==> config.mk <==
export PLATFORM = sky130hd
export DESIGN_NAME = cache_nvias
export DESIGN_NICKNAME = d
export VERILOG_FILES = /design/src/rtl/cache_pkg.sv /design/src/rtl/cache_nvias_lru.sv /design/src/rtl/cache_nvias.sv
export SDC_FILE = /design/constraint.sdc
export NUM_CORES = 1
export LEC_CHECK = 0
export ABC_AREA = 1
export CAP_MARGIN = 15
export CORE_UTILIZATION = 30
export CTS_BUF_LIST = sky130_fd_sc_hd__clkbuf_8
export CTS_CLUSTER_DIAMETER = 50
export DETAILED_ROUTE_END_ITERATION = 8
export DONT_BUFFER_PORTS = 1
export PLACE_DENSITY_LB_ADDON = 0.12
export SETUP_SLACK_MARGIN = 0.5
export SYNTH_ARGS = -nofsm -noshare
export SYNTH_HDL_FRONTEND = slang
export SYNTH_HIERARCHICAL = 1
export SYNTH_SLANG_ARGS = --single-unit
==> constraint.sdc <==
create_clock -name clock -period 2.75 [get_ports clock]
set_input_delay 0.55 -clock clock [delete_from_list [all_inputs] [get_ports clock]]
set_output_delay 0.55 -clock clock [all_outputs]
set_load 0.02 [all_outputs]
==> src/rtl/cache_pkg.sv <==
// Shared types and width helpers for the N-way set-associative cache.
// state_t : controller states (IDLE, COMPARE, WRITEBACK, FILL)
// idx_w   : set-index width, 0 for a fully associative cache
// way_w   : way-index / LRU-age width
// tag_w   : tag width, everything above the index
package cache_pkg;

  typedef enum logic [1:0] {
    IDLE      = 2'd0,
    COMPARE   = 2'd1,
    WRITEBACK = 2'd2,
    FILL      = 2'd3
  } state_t;

  function automatic int idx_w(input int sets);
    return $clog2(sets);
  endfunction

  function automatic int way_w(input int ways);
    return $clog2(ways);
  endfunction

  function automatic int tag_w(input int addr_w, input int sets);
    return addr_w - $clog2(sets);
  endfunction

endpackage

==> src/rtl/cache_nvias_lru.sv <==
// True-LRU age tracking for every set.
// clock, resetn : rising-edge clock, async active-low reset
// set           : set being looked up / touched
// touch         : strobe, an access to touch_way completes this cycle
// touch_way     : way that was accessed
// victim        : way in 'set' holding age WAYS-1 (least recently used)
// Ages within a set are always a permutation of 0..WAYS-1; age 0 is MRU.
module lru_ages #(
  parameter int WAYS  = 2,
  parameter int SETS  = 4,
  parameter int WAY_W = 1,
  parameter int SET_W = 2
) (
  input  logic             clock,
  input  logic             resetn,
  input  logic [SET_W-1:0] set,
  input  logic             touch,
  input  logic [WAY_W-1:0] touch_way,
  output logic [WAY_W-1:0] victim
);

  logic [SETS-1:0][WAYS-1:0][WAY_W-1:0] age;
  logic [WAY_W-1:0]                     old_age;

  assign old_age = age[set][touch_way];

  always_comb begin
    victim = '0;
    for (int w = 0; w < WAYS; w++)
      if (age[set][w] == WAY_W'(WAYS - 1)) victim = WAY_W'(w);
  end

  // Touched way becomes MRU; only ways younger than it age by one,
  // which keeps the ages a permutation.
  always_ff @(posedge clock or negedge resetn) begin
    if (!resetn) begin
      for (int s = 0; s < SETS; s++)
        for (int w = 0; w < WAYS; w++)
          age[s][w] <= WAY_W'(w);
    end else if (touch) begin
      for (int w = 0; w < WAYS; w++) begin
        if (WAY_W'(w) == touch_way)
          age[set][w] <= '0;
        else if (age[set][w] < old_age)
          age[set][w] <= age[set][w] + 1'b1;
      end
    end
  end

endmodule

==> src/rtl/cache_nvias.sv <==
// N-way set-associative write-back / write-allocate cache, one word per line.
// clock, resetn          : rising-edge clock, async active-low reset
// cpu_req/we/addr/wdata  : request, sampled only in IDLE
// cpu_ready              : one-cycle completion pulse
// cpu_rdata, hit, dirty  : response, valid with cpu_ready
// mem_req/we/addr/wdata  : memory request, held until mem_ack
// mem_ack, mem_rdata     : memory completion and fill data
module cache_nvias
  import cache_pkg::*;
#(
  parameter int ADDR_W = 5,
  parameter int DATA_W = 13,
  parameter int WAYS   = 2,
  parameter int SETS   = 4
) (
  input  logic              clock,
  input  logic              resetn,
  input  logic              cpu_req,
  input  logic              cpu_we,
  input  logic [ADDR_W-1:0] cpu_addr,
  input  logic [DATA_W-1:0] cpu_wdata,
  output logic              cpu_ready,
  output logic [DATA_W-1:0] cpu_rdata,
  output logic              hit,
  output logic              dirty,
  output logic              mem_req,
  output logic              mem_we,
  output logic [ADDR_W-1:0] mem_addr,
  output logic [DATA_W-1:0] mem_wdata,
  input  logic              mem_ack,
  input  logic [DATA_W-1:0] mem_rdata
);

  localparam int IDX_W = idx_w(SETS);
  localparam int WAY_W = way_w(WAYS);
  localparam int TAG_W = tag_w(ADDR_W, SETS);
  localparam int SET_W = (IDX_W > 0) ? IDX_W : 1;

  state_t state, state_nxt;

  logic              req_we;
  logic [ADDR_W-1:0] req_addr;
  logic [DATA_W-1:0] req_wdata;
  logic              miss_flag;   // sticky: this request missed at least once
  logic [WAY_W-1:0]  vic_way;

  logic [SET_W-1:0]  idx;
  logic [TAG_W-1:0]  tag;

  logic [TAG_W-1:0]  tag_mem  [SETS][WAYS];
  logic [DATA_W-1:0] data_mem [SETS][WAYS];
  logic [SETS-1:0][WAYS-1:0] valid;
  logic [SETS-1:0][WAYS-1:0] dirty_bits;

  logic [WAYS-1:0]   way_hit;
  logic              hit_any;
  logic [WAY_W-1:0]  hit_way;
  logic              has_inv;
  logic [WAY_W-1:0]  inv_way;
  logic [WAY_W-1:0]  lru_victim;
  logic [WAY_W-1:0]  miss_way;
  logic [ADDR_W-1:0] vic_addr;

  // Fully associative build has no index bits; everything lives in set 0.
  generate
    if (IDX_W > 0) begin : g_idx
      assign idx      = req_addr[IDX_W-1:0];
      assign vic_addr = {tag_mem[idx][vic_way], idx};
    end else begin : g_noidx
      assign idx      = '0;
      assign vic_addr = tag_mem[idx][vic_way];
    end
  endgenerate

  assign tag = req_addr[ADDR_W-1:IDX_W];

  genvar gw;
  generate
    for (gw = 0; gw < WAYS; gw++) begin : g_way
      assign way_hit[gw] = valid[idx][gw] && (tag_mem[idx][gw] == tag);
    end
  endgenerate

  // Lowest-index hit / invalid way wins (descending scan).
  always_comb begin
    hit_way = '0;
    inv_way = '0;
    has_inv = 1'b0;
    for (int w = WAYS - 1; w >= 0; w--) begin
      if (way_hit[w]) hit_way = WAY_W'(w);
      if (!valid[idx][w]) begin
        inv_way = WAY_W'(w);
        has_inv = 1'b1;
      end
    end
  end

  assign hit_any  = |way_hit;
  assign miss_way = has_inv ? inv_way : lru_victim;

  lru_ages #(
    .WAYS (WAYS),
    .SETS (SETS),
    .WAY_W(WAY_W),
    .SET_W(SET_W)
  ) u_lru (
    .clock    (clock),
    .resetn   (resetn),
    .set      (idx),
    .touch    (state == COMPARE && hit_any),
    .touch_way(hit_way),
    .victim   (lru_victim)
  );

  always_ff @(posedge clock or negedge resetn) begin
    if (!resetn) state <= IDLE;
    else         state <= state_nxt;
  end

  always_comb begin
    state_nxt = state;
    case (state)
      IDLE:      if (cpu_req) state_nxt = COMPARE;
      COMPARE: begin
        if (hit_any)
          state_nxt = IDLE;
        else if (valid[idx][miss_way] && dirty_bits[idx][miss_way])
          state_nxt = WRITEBACK;
        else
          state_nxt = FILL;
      end
      WRITEBACK: if (mem_ack) state_nxt = FILL;
      FILL:      if (mem_ack) state_nxt = COMPARE;
      default:   state_nxt = IDLE;
    endcase
  end

  // Memory port decoded from state and latched request/victim only, so it
  // is stable across wait states and drops with the async reset.
  always_comb begin
    mem_req   = 1'b0;
    mem_we    = 1'b0;
    mem_addr  = '0;
    mem_wdata = '0;
    case (state)
      WRITEBACK: begin
        mem_req   = 1'b1;
        mem_we    = 1'b1;
        mem_addr  = vic_addr;
        mem_wdata = data_mem[idx][vic_way];
      end
      FILL: begin
        mem_req  = 1'b1;
        mem_addr = req_addr;
      end
      default: ;
    endcase
  end

  always_ff @(posedge clock or negedge resetn) begin
    if (!resetn) begin
      req_we     <= 1'b0;
      req_addr   <= '0;
      req_wdata  <= '0;
      miss_flag  <= 1'b0;
      vic_way    <= '0;
      cpu_ready  <= 1'b0;
      cpu_rdata  <= '0;
      hit        <= 1'b0;
      dirty      <= 1'b0;
      valid      <= '0;
      dirty_bits <= '0;
    end else begin
      cpu_ready <= 1'b0;
      cpu_rdata <= '0;
      hit       <= 1'b0;
      dirty     <= 1'b0;
      case (state)
        IDLE: if (cpu_req) begin
          req_we    <= cpu_we;
          req_addr  <= cpu_addr;
          req_wdata <= cpu_wdata;
          miss_flag <= 1'b0;
        end
        COMPARE: begin
          if (hit_any) begin
            cpu_ready <= 1'b1;
            hit       <= ~miss_flag;
            if (req_we) begin
              cpu_rdata                <= req_wdata;
              dirty                    <= 1'b1;
              dirty_bits[idx][hit_way] <= 1'b1;
            end else begin
              cpu_rdata <= data_mem[idx][hit_way];
              dirty     <= dirty_bits[idx][hit_way];
            end
          end else begin
            miss_flag <= 1'b1;
            vic_way   <= miss_way;
          end
        end
        FILL: if (mem_ack) begin
          valid[idx][vic_way]      <= 1'b1;
          dirty_bits[idx][vic_way] <= 1'b0;
        end
        default: ;
      endcase
    end
  end

  // Line storage is not reset; valid bits gate its use.
  always_ff @(posedge clock) begin
    if (state == COMPARE && hit_any && req_we)
      data_mem[idx][hit_way] <= req_wdata;
    if (state == FILL && mem_ack) begin
      data_mem[idx][vic_way] <= mem_rdata;
      tag_mem[idx][vic_way]  <= tag;
    end
  end

endmodule

==> impl_metrics.toml, run 1 <==
[outcome]
status = "finished, final reports clean"

[yosys]
yosys_warnings = 6
synth_edf_count = 128
ys_seq_area_share_pct = 62.4
synthArstFlopShare_pct = 33.0
synth_fp_nets = 905
syn_area_per_cell_um2 = 10.1
synth_ff_type = "edfxtp_1"
syn_area_um2 = 8700
synth-simple-area-share_pct = 19.4
synth_seq_cells = 191
synthAdderAreaFrac_pct = 0.576
synth_top_cell_area_share_pct = 44.2
synth_compound_area_share_pct = 11.1
synth_top_family_by_area = "simple AND/OR/NAND/NOR gates"
synth_xor_xnor_area_share_pct = 0
synth_most_common_cell = "nand2_1"
netlist_instances = 865
synthTopCellsByArea = "edfxtp_1, dfrtp_1, nand2_1"
synth_mux_area_share_pct = 1.68
synth.distinct_cells = 37
yosys-top-cells-count = "nand2_1, edfxtp_1, nor2_1"
synth_top_cell_by_area = "edfxtp_1"

[routing]
drc = 0
firstDrtPassIters = 5
drt_iter0_drc = 439
wirelength_um = 28400
viasPerCell = 4.90
vias = 6761
ant_nets = 0
routedWlPerCell_um = 20.6

[flow_run]
drv_cap = 0

[grt]
antenna_found_initial = 1
grt_first_pass_wirelength_um = 41600
grt_max_degree = 64
overflow = 0
grt_usage_pct = 19.5
first_global_vias = 6744

[floorplanning]
ioPinCount = 72
start_util_pct = 30.9
die_area_um2 = 29700
rows = 61
core_area_um2 = 28200
die_x_um = 172
die_h_um = 172

[sta]
slew_violations = 0
grt_setup_unrepaired = "true"
finalCritPeriodShare_pct = 99.1
hold-worst-slack_ps = 209
setup_violations = 0
worstMarginPinSlew_ps = 701
finalHoldViolCount = 0
period_needed_ps = 2730
maxSlewHeadroom_pct = 53.3
setup_ws_ps = 23.7
tns_ps = 0
fmax_mhz = 367
fin_skew_ps = 19.0

[setup_path]
crit_type = "reg -> out"
cp_max_fo = 6
slowest_delay_ps = 420
crit_path_top_delay_cell = "dfrtp_1"
worst_ep_arrival_time_ps = 2180
start_kind = "flop"
required_ps = 2200
crit_chain = "buf_12, nor2_4, buf_12, buf_16, a22oi_2, nand2_1, o21ai_2, a31oi_2, buf_4"
rr_worst_depth = 17
crit_path_frequent_cell = "buf_12"
crit_path_end_kind = "output pin"

[cells_and_area]
fill_cells = 2673
nets = 1027
final_cells = 1379
multi_input_area_um2 = 3720
syn_to_final_growth_pct = 38.1
fin_area_um2 = 12000
seq_area_um2 = 5430
drive_gt1_share_pct = 40.6

[placed_design]
pre_cts_slack_ps = 185
dp_hpwl_um = 17300
place_area_um2 = 9540
gp_congestion = 0.811
portBuffers = 0
dp.cells = 1265

[clocking]
insertion_delay_ps = 480
htree_levels = 4
clockBufferDepth = 2
cts_sinks = 191
tritoncts = "done"
cts_buffers = 17
cts-root-buf = "clkbuf_8"
path_clk_slew_ps = 110

[power]
p_leak_nw = 4.94
power_density_nw_per_um2 = 1080
peakVddDrop_uv = 434

[hold_path]
hold_class = "in -> reg"
worstHoldPathCells = 1
final cells by class:
cell class,instances,area share [%]
Timing Repair inverter,3,0.260
Clock buffer,17,1.95
Inverter,54,2.28
Sequential cell,191,45.2
Tap cell,378,3.94
Multi-Input combinational cell,584,31.0
Antenna cell,1,0.0208
Clock inverter,15,1.39
Timing Repair Buffer,136,14.0
layer usage:
metal | wire length (µm) | up-vias | part of all wire (%) | global-route usage (%)
met2 | 13900 | 198 | 49 | 32.9
li1 | - | 3201 | - | -
met3 | 1400 | 29 | 4.9 | 4.55
met4 | 459 | 0 | 1.6 | 4.85
met5 | 0 | - | 0 | 0
met1 | 12600 | 3333 | 44 | 25.1
path summary, 6_finish.rpt:
path                               start              end  slack, ps
max                          req_addr[0]     mem_wdata[3]         20
min                        cpu_wdata[11]    req_wdata[11]        210
max reg2reg                  req_addr[0]  data_mem[1][21]        100
min reg2reg                    miss_flag              hit        420
max in group asynchronous         resetn     u_lru/age[7]       1760
min in group asynchronous         resetn     cpu_rdata[6]        670
power by group:
part	internal [mW]	switching (mW)
logic	2.69	4.03
clock network	0.689	1.17
registers	3.90	0.443
total	7.28	5.64
sequential cells by signal (all words and copies together) (netlist names):
name	flops
state	2
req_addr	5
u_lru/age	8
data_mem	104
hit	1
cpu_ready	1
tag_mem	24
dirty_bits	8
dirty	1
req_wdata	13
valid	8
cpu_rdata	13
vic_way	1
req_we	1
miss_flag	1
worst max-delay path: cells and delay by family (launching register included):
kind,cells,cell delay (ps)
buf+inv,4,610
flops,1,420
compound gates,3,370
simple gates,2,300
logic make-up (layout without fill, tap and decap cells):
kind of cell               count (synthesis)  count (layout)
and+or+nand+nor                          408             409
DFF                                      191             191
AOI/OAI and AO/OA                        158             158
buffers and inverters                     91             225
muxes                                     13              13
adders and majority gates                  4               4
other                                      0               1
metrics by stage:
step / total power, mW / util, %
2_1_floorplan: 7.13 / -
3_3_place_gp: 8.61 / 33.9
3_5_place_dp: 8.57 / 33.9
4_1_cts: 11.8 / 39.3
5_1_grt: 13.7 / 42.6
6_report: 12.9 / 42.6
timing repair:
| item | in CTS | in global routing |
|---|---|---|
| gates cloned | 12 | 5 |
| pin swaps | 29 | 46 |
| buffers inserted | 39 | 23 |
| gates resized for setup | 137 | 197 |
| setup endpoints to repair | 144 | 169 |
| hold endpoints to repair | 63 | 0 |
| hold buffers | 2 | 0 |
cells in the final DEF, fill, tap and decap left out, types with 4 or more instances in the layout:
cell | netlist | layout
or2_2 | 8 | 8
nand2_1 | 280 | 201
clkinv_8 | 0 | 6
a21oi_1 | 39 | 12
o21ai_2 | 6 | 18
dfrtp_1 | 59 | 56
nand2_4 | 3 | 18
a22o_1 | 5 | 5
nor2_2 | 3 | 11
inv_1 | 46 | 39
a22oi_1 | 19 | 13
buf_16 | 0 | 5
dfstp_2 | 4 | 4
clkinv_4 | 0 | 4
mux2_2 | 13 | 13
nand4_1 | 10 | 10
nand2_2 | 8 | 70
a221oi_2 | 0 | 7
buf_4 | 3 | 57
nand3_1 | 32 | 22
nor2_1 | 61 | 45
inv_4 | 1 | 4
buf_8 | 0 | 4
a21oi_4 | 1 | 13
a22oi_2 | 0 | 6
inv_6 | 0 | 7
edfxtp_1 | 128 | 128
a21oi_2 | 0 | 15
o21ai_0 | 59 | 36
buf_6 | 8 | 43
nand3_2 | 0 | 8
inv_8 | 0 | 6
nor2_4 | 3 | 11
o21ai_1 | 0 | 11
clkbuf_8 | 0 | 17
a31oi_2 | 0 | 4
buf_12 | 0 | 21
Note: power is estimated with default switching activity, not from simulation.
==> inputs of run 2 (changes only) <==
Settings changed: CORE_MARGIN set to 1, MAX_ROUTING_LAYER set to met4.
==> impl_metrics.toml, run 2 (same netlist as run 1, synthesis figures left out) <==
[clocking]
htree_levels = 4
clockBufferDepth = 2
cts-root-buf = "clkbuf_8"
path_clk_slew_ps = 110
cts_buffers = 17
insertion_delay_ps = 490
tritoncts = "done"
cts_sinks = 191

[grt]
antenna_found_initial = 1
first_global_vias = 6743
grt_max_degree = 64
overflow = 0
grt_first_pass_wirelength_um = 41600
grt_usage_pct = 20.1

[cells_and_area]
final_cells = 1376
layout_commonest_cell = "nand2_1"
fill_cells = 2678
layout_common_cells = "nand2_1, edfxtp_1, nand2_2"
largest_reg_flops = 104
drive_gt1_share_pct = 40.4
utilization_pct = 42.5
nets = 1024
top_register = "data_mem"
reg_top3 = "data_mem: 104 flops, tag_mem: 24 flops"
syn_to_final_growth_pct = 37.8

[routing]
wirelength_um = 28500
vias = 6727
drt_iter0_drc = 443
ant_nets = 0
routedWlPerCell_um = 20.7
viasPerCell = 4.89
firstDrtPassIters = 7
drc = 0

[setup_path]
required_ps = 2200
crit_type = "reg -> out"
cp_max_fo = 6
start_kind = "flop"
crit_path_end_kind = "output pin"
worst_ep_arrival_time_ps = 2180

[placed_design]
gp_congestion = 0.823
dp.cells = 1265
portBuffers = 0
dp_hpwl_um = 17300

[sta]
grt_setup_unrepaired = "true"
tns_ps = 0
slew_violations = 0
setup_violations = 0
fmax_mhz = 366
finalHoldViolCount = 0
maxSlewHeadroom_pct = 58.8
fin_skew_ps = 22.6
finalCritPeriodShare_pct = 99.3
worstMarginPinSlew_ps = 611
period_needed_ps = 2730

[hold_path]
hold_class = "in -> reg"

[floorplanning]
ioPinCount = 72
core_area_um2 = 28200
rows = 61
die_x_um = 172
die_area_um2 = 29700
start_util_pct = 30.9
die_h_um = 172

[power]
peakVddDrop_uv = 437
p_leak_nw = 4.92
power_density_nw_per_um2 = 1070

[outcome]
status = "finished, final reports clean"

[flow_run]
drv_cap = 0
[run 2: routing by layer]
metal	track usage [%]	routed length (µm)
met1	25.1	12900
met4	4.96	436
met3	4.46	1310
met5	-	0
met2	32.8	13900
[run 2: layout make-up]
cell class / count / area [µm²] / share of cell area, %
flip-flops and latches: 191 / 5430 / 45.3
multi-input cells: 584 / 3690 / 30.8
repair buffers: 133 / 1670 / 14.0
well taps: 378 / 473 / 3.95
inverters: 54 / 277 / 2.31
clock buffers: 17 / 234 / 1.95
clock inverters: 15 / 166 / 1.39
repair inverters: 3 / 36.3 / 0.303
diodes: 1 / 2.50 / 0.0209
[run 2: power breakdown]
part / total [mW] / switching, mW / internal, mW
sequential: 4.34 / 0.443 / 3.90
combinational: 6.65 / 3.99 / 2.66
clock: 1.86 / 1.17 / 0.688
[run 2: path summary, 6_finish.rpt]
check                             startpoint               to  slack, ps  cells past startpoint
worst max-delay path             req_addr[0]     mem_wdata[3]         20                      9
max in group asynchronous             resetn     u_lru/age[7]       1760                      2
worst max register to register   req_addr[0]  data_mem[1][21]         60                     17
worst min-delay path            cpu_wdata[4]     req_wdata[4]        210                      1
min in group asynchronous             resetn     cpu_rdata[6]        660                      2
worst min register to register     miss_flag              hit        450                      1
[run 2: critical path, cell delays in order (launching register included)]
cell,delay (ps)
dfrtp_1,430
buf_12,150
nor2_4,220
buf_12,150
buf_16,120
a22oi_2,80
nand2_1,80
o21ai_2,60
a31oi_2,230
buf_4,190
[run 2: metrics by stage]
stage / hold slack, ps / setup slack, ps / area (µm²) / power, mW
after floorplan: 254 / 284 / 8790 / 7.13
after global placement: 260 / 217 / 9540 / 8.61
after detailed placement: 260 / 185 / 9540 / 8.57
after CTS: 168 / 11.3 / 11100 / 11.8
after global routing: 165 / -92.3 / 12000 / 13.6
final: 207 / 18.3 / 12000 / 12.8
[run 2: timing repair]
item	4_1_cts	5_1_grt
hold buffers	2	0
setup endpoints to repair	144	169
resized for setup	137	197
pin swaps	29	57
hold endpoints to repair	63	0
cloned	12	5
setup buffers	39	20
